<file path="config.mk">
export PLATFORM = sky130hd
export DESIGN_NAME = serial_mem_loader
export DESIGN_NICKNAME = d
export VERILOG_FILES = /design/src/rtl/serial_mem_pkg.sv /design/src/rtl/serial_mem_phase.sv /design/src/rtl/serial_mem_loader.sv
export SDC_FILE = /design/constraint.sdc
export NUM_CORES = 1
export LEC_CHECK = 0
export BUFFER_PORTS_ARGS = -buffer_cell sky130_fd_sc_hd__buf_2
export CAP_MARGIN = 30
export CORE_MARGIN = 2
export CORE_UTILIZATION = 51
export DETAILED_ROUTE_END_ITERATION = 16
export PLACE_DENSITY = 0.78
export SETUP_SLACK_MARGIN = 0.02
export SYNTH_ARGS = -nofsm -noshare
export SYNTH_HDL_FRONTEND = slang
export SYNTH_SLANG_ARGS = --single-unit
</file>
<file path="constraint.sdc">
create_clock -name clk -period 2.15 [get_ports clk]
set_input_delay 0.43 -clock clk [delete_from_list [all_inputs] [get_ports clk]]
set_output_delay 0.43 -clock clk [all_outputs]
set_load 0.01 [all_outputs]
</file>
<file path="src/rtl/serial_mem_pkg.sv">
// Shared definitions for the bit-serial circulating byte memory and its
// host-side loader: FSM state encoding, word size and default depth.
package serial_mem_pkg;

  localparam int BITS_PER_WORD      = 8;
  localparam int DEFAULT_WORD_COUNT = 32;

  // Loader FSM states. CHECK is only reachable when readback verification
  // is compiled in.
  typedef enum logic [2:0] {
    IDLE  = 3'd0,
    WAIT  = 3'd1,
    SHIFT = 3'd2,
    DONE  = 3'd3,
    CHECK = 3'd4
  } state_t;

endpackage

</file>
<file path="src/rtl/serial_mem_phase.sv">
// Phase model of the circulating memory: a free-running bit counter within
// the byte period and the slot index currently passing the write window.
// It runs from the same clk/reset as the memory, so it stays in lockstep
// with it. Kept separate so a future reader block can reuse it.
module serial_mem_phase
  import serial_mem_pkg::*;
#(
  parameter int WORD_COUNT = DEFAULT_WORD_COUNT,
  parameter int AW         = $clog2(WORD_COUNT)
) (
  input  logic          clk,
  input  logic          reset,
  output logic [2:0]    bit_cnt,
  output logic [AW-1:0] cur_slot
);

  localparam logic [2:0] LAST_BIT = 3'(BITS_PER_WORD - 1);

  // Free-running phase: bit_cnt wraps every byte period, cur_slot advances
  // on each wrap and rolls over modulo WORD_COUNT through AW-bit arithmetic.
  always_ff @(posedge clk or posedge reset) begin
    if (reset) begin
      bit_cnt  <= 3'd0;
      cur_slot <= '0;
    end else begin
      bit_cnt <= bit_cnt + 3'd1;
      if (bit_cnt == LAST_BIT) begin
        cur_slot <= cur_slot + AW'(1);
      end
    end
  end

endmodule

</file>
<file path="src/rtl/serial_mem_loader.sv">
// Host-side writer for the bit-serial circulating byte memory.
// A (slot, byte) request is accepted over valid/ready, held until the target
// slot reaches the write window, then shifted out LSB-first over 8 cycles.
// Optional macro SERIAL_MEM_LOADER_VERIFY_EN adds a readback check of the
// written byte on mem_q with a sticky err flag.
//
// Handshake: a request transfers on the rising clk edge where req_valid and
// req_ready are both 1; req_addr/req_data are latched on that edge. req_ready
// is 1 only in IDLE, so at most one request is ever outstanding. The host must
// hold req_valid/req_addr/req_data stable until the transfer edge.
module serial_mem_loader
  import serial_mem_pkg::*;
#(
  parameter int WORD_COUNT = DEFAULT_WORD_COUNT,
  parameter int AW         = $clog2(WORD_COUNT),
  parameter int OUT_OFFSET = 1
) (
  input  logic          clk,
  input  logic          reset,
  input  logic          req_valid,
  output logic          req_ready,
  input  logic [AW-1:0] req_addr,
  input  logic [7:0]    req_data,
  output logic          mem_write,
  output logic          mem_din,
  input  logic [7:0]    mem_q,
  output logic [AW-1:0] cur_slot,
  output logic          busy,
  output logic          done,
  output logic          err
);

  localparam logic [2:0] LAST_BIT = 3'(BITS_PER_WORD - 1);

  state_t        state;
  state_t        state_next;
  logic [2:0]    bit_cnt;
  logic [AW-1:0] next_slot;
  logic [AW-1:0] addr_q;
  logic [7:0]    data_q;
  logic          xfer;
  logic          window_req;
  logic          window_q;
  logic          check_hit;

  serial_mem_phase #(
    .WORD_COUNT (WORD_COUNT),
    .AW         (AW)
  ) u_phase (
    .clk      (clk),
    .reset    (reset),
    .bit_cnt  (bit_cnt),
    .cur_slot (cur_slot)
  );

  assign next_slot = cur_slot + AW'(1);
  assign xfer      = req_valid & req_ready;
  // The next cycle opens the byte period of the slot in question.
  assign window_req = (bit_cnt == LAST_BIT) && (next_slot == req_addr);
  assign window_q   = (bit_cnt == LAST_BIT) && (next_slot == addr_q);

`ifdef SERIAL_MEM_LOADER_VERIFY_EN
  logic [AW-1:0] check_slot;

  // The written byte shows up on mem_q OUT_OFFSET byte periods after its
  // write window; with OUT_OFFSET=1 that is already the DONE cycle.
  assign check_slot = addr_q + AW'(OUT_OFFSET);
  assign check_hit  = ((state == DONE) || (state == CHECK)) &&
                      (cur_slot == check_slot) && (bit_cnt == 3'd0);

  // Sticky readback mismatch flag, cleared only by reset.
  always_ff @(posedge clk or posedge reset) begin
    if (reset) begin
      err <= 1'b0;
    end else if (check_hit && (mem_q != data_q)) begin
      err <= 1'b1;
    end
  end
`else
  logic unused_verify;

  assign check_hit     = 1'b0;
  assign err           = 1'b0;
  assign unused_verify = ^{mem_q, AW'(OUT_OFFSET)};
`endif

  // Request capture on the transfer edge.
  always_ff @(posedge clk or posedge reset) begin
    if (reset) begin
      addr_q <= '0;
      data_q <= '0;
    end else if (xfer) begin
      addr_q <= req_addr;
      data_q <= req_data;
    end
  end

  // FSM state register.
  always_ff @(posedge clk or posedge reset) begin
    if (reset) begin
      state <= IDLE;
    end else begin
      state <= state_next;
    end
  end

  // FSM next state; a request landing right before its window skips WAIT.
  always_comb begin
    state_next = state;
    case (state)
      IDLE: begin
        if (xfer) begin
          state_next = window_req ? SHIFT : WAIT;
        end
      end
      WAIT: begin
        if (window_q) begin
          state_next = SHIFT;
        end
      end
      SHIFT: begin
        if (bit_cnt == LAST_BIT) begin
          state_next = DONE;
        end
      end
      DONE: begin
`ifdef SERIAL_MEM_LOADER_VERIFY_EN
        state_next = check_hit ? IDLE : CHECK;
`else
        state_next = IDLE;
`endif
      end
      CHECK: begin
        if (check_hit) begin
          state_next = IDLE;
        end
      end
      default: begin
        state_next = IDLE;
      end
    endcase
  end

  // Outputs decoded from the state register; the memory samples mem_write
  // and mem_din on the edge that ends each SHIFT cycle.
  always_comb begin
    req_ready = (state == IDLE);
    busy      = (state == WAIT) || (state == SHIFT);
    done      = (state == DONE);
    mem_write = (state == SHIFT);
    mem_din   = (state == SHIFT) ? data_q[bit_cnt] : 1'b0;
  end

endmodule

</file>
==> impl_metrics.json <==
{
  "status": "finished, final reports clean",
  "synth.most_common_cell": "dfrtp_1",
  "reg2reg_to": "state[0]",
  "drtAntennaViolNets": 0,
  "synth_seq_cells": 23,
  "setup_violations": 0,
  "place_area_um2": 1400,
  "post-cts-setup-buffers": 0,
  "rsz0062_at_grt": "yes",
  "finalSetupTns_ns": 0,
  "reg2reg_depth": 6,
  "synthFlopType": "dfrtp_1",
  "core_area_um2": 2250,
  "io_buffers": 25,
  "hold_viol": 0,
  "drc": 0,
  "clk_path_buf_depth": 2,
  "stdcell_area_um2": 1430,
  "critPathKind": "reg -> out",
  "overflow": 0,
  "maxSlewViolCount": 0,
  "r2r-start": "u_phase.cur_slot[1]",
  "dp.cells": 149,
  "endpoint_kind": "output pin",
  "num_rows": 17,
  "initial_core_util": 0.554,
  "r2r_slack_ns": 0.22,
  "synth_common_cells": "23 x dfrtp_1, 14 x mux2_2, 13 x xnor2_1, 7 x ha_1, 7 x inv_1",
  "fin_cells": 153,
  "yosysTopAreaCellShare": 0.460,
  "ios": 35,
  "cap_violations": 0,
  "die_y_um": 53.5,
  "fin_crit_ns": 2.03,
  "fmax_ghz": 0.491,
  "place_congestion": 0.735,
  "antenna_found_initial": 0,
  "critPathMaxFanout": 4,
  "cp_data_required_time_ns": 1.72,
  "clk_pin_slew_ns": 0.13,
  "fin_crit_sh": 0.946,
  "area_growth_pct": 14.0,
  "ys_async_sr_fraction": 1.00,
  "p_leak_uw": 0.000689,
  "cp-startpoint": "u_phase.bit_cnt[0]",
  "cts_hold_buf": 0,
  "yosysUniqueCellTypes": 26,
  "syn_area_um2": 1250,
  "ys_top_cells_by_area": "dfrtp_1 46%, mux2_2 13%, xnor2_1 9.1%",
  "slowest_delay_ns": 0.51,
  "dpl_worst_slack_ns": 0.128,
  "path_cells": "mux4_2, mux2i_1, nor2b_1, buf_2",
  "arrival_ns": 1.60,
  "fin_skew_ns": 0.00545,
  "setup_ws_ns": 0.115,
  "h-tree-depth": 1,
  "cts.sinks": 23,
  "power_density_nw_per_um2": 1040,
  "first_pass_iters": 4,
  "grt_pass1_wl_um": 3780,
  "num_antenna_cells": 0,
  "start_kind": "register",
  "die_w_um": 53.5,
  "synth_cells": 99,
  "drt-vias-per-instance": 5.29,
  "grt_max_degree": 24,
  "drive_gt1_frac": 0.400,
  "cts_tree": "done",
  "syn_area_per_cell_um2": 12.6,
  "ys_seq_area_frac": 0.460,
  "yosys.area.top_type": "dfrtp_1",
  "place_hpwl_um": 1660,
  "hold_path_class": "in -> async",
  "grt_pass1_vias": 897,
  "first_iter_violations": 8,
  "layout.nets": 157,
  "avgRoutedWirePerCell_um": 13.9,
  "vdd_drop_max_mv": 0.707,
  "dieArea_um2": 2860,
  "track_usage": 0.188,
  "num_vias": 809,
  "cts_made_buffers": 3,
  "synth_warnings": 0,
  "clock_latency_ns": 0.31,
  "cts_resized": 0,
  "synth_nets": 130,
  "slowest_stage": "mux4_2",
  "synth-edff-count": 0,
  "power_uw": 1480,
  "cts_root_buffer": "clkbuf_4",
  "wl_um": 2120
}
==> kinds of logic after synthesis <==
kind of cell	share of synthesized area
buffers and inverters	0.0501
xor gates and xnor gates	0.144
adders and majority gates	0.0701
and+or+nand+nor	0.0450
AOI/OAI and AO/OA	0.0410
other	0.00300
DFF	0.460
muxes	0.186
==> worst max path at each step <==
stage                     endpoint  slack (ns)  cells past startpoint
after floorplan           state[0]        0.36                      6
after global routing       mem_din        0.01                      4
after detailed placement  state[0]        0.13                      6
final                      mem_din        0.12                      4
after CTS                  mem_din        0.05                      4
after global placement    state[0]        0.24                      6
==> worst max-delay path, delay by kind of cell, from the launching register on <==
family,cells,cell delay (ns)
buf+inv,1,0.13
flops,1,0.44
mux,2,0.66
simple gates,1,0.07
==> cell usage in the layout (no fill, tap or decap), types with 2 or more instances in the layout <==
cell type   n
buf_2      25
buf_4       3
clkbuf_4    3
dfrtp_1    22
ha_1        7
inv_1       7
mux2_2     14
mux2i_1     3
mux4_2      2
nand2_1     4
nand3_1     2
nand4_1     3
xnor2_1    13
xor2_1      5
==> area by class of cell <==
class	count	area (µm²)
Inverter	7	26.3
Multi-Input combinational cell	63	612
Clock buffer	3	22.5
Clock inverter	1	5.00
Fill cell	203	830
Timing Repair Buffer	28	148
Sequential cell	23	577
Tap cell	28	35.0
==> flip-flops by register name (all words and copies together), names as in the netlist <==
| register | cells |
|---|---|
| data_q | 8 |
| addr_q | 5 |
| u_phase.bit_cnt | 3 |
| state | 2 |
| u_phase.cur_slot | 5 |
==> power by group <==
part / internal [µW] / switching (µW) / total, µW
Clock: 69.6 / 130 / 200
Combinational: 344 / 271 / 615
Sequential: 579 / 84.5 / 663
Total: 992 / 486 / 1480
==> metrics by stage <==
stage | util | hold WS, ns
finish | 0.632 | 0.120
global route | 0.632 | 0.144
CTS | 0.632 | 0.130
detailed placement | 0.619 | 0.483
global placement | 0.619 | 0.480
floorplan | - | 0.432
==> metal layers <==
| metal | GRT usage | up-vias | part of all wire |
|---|---|---|---|
| met5 | 0 | - | 0 |
| met4 | 0.0769 | 0 | 0.014 |
| met3 | 0.0395 | 4 | 0.041 |
| met2 | 0.333 | 22 | 0.51 |
| met1 | 0.219 | 395 | 0.43 |
| li1 | - | 388 | - |
Note: power is estimated with default switching activity, not from simulation.
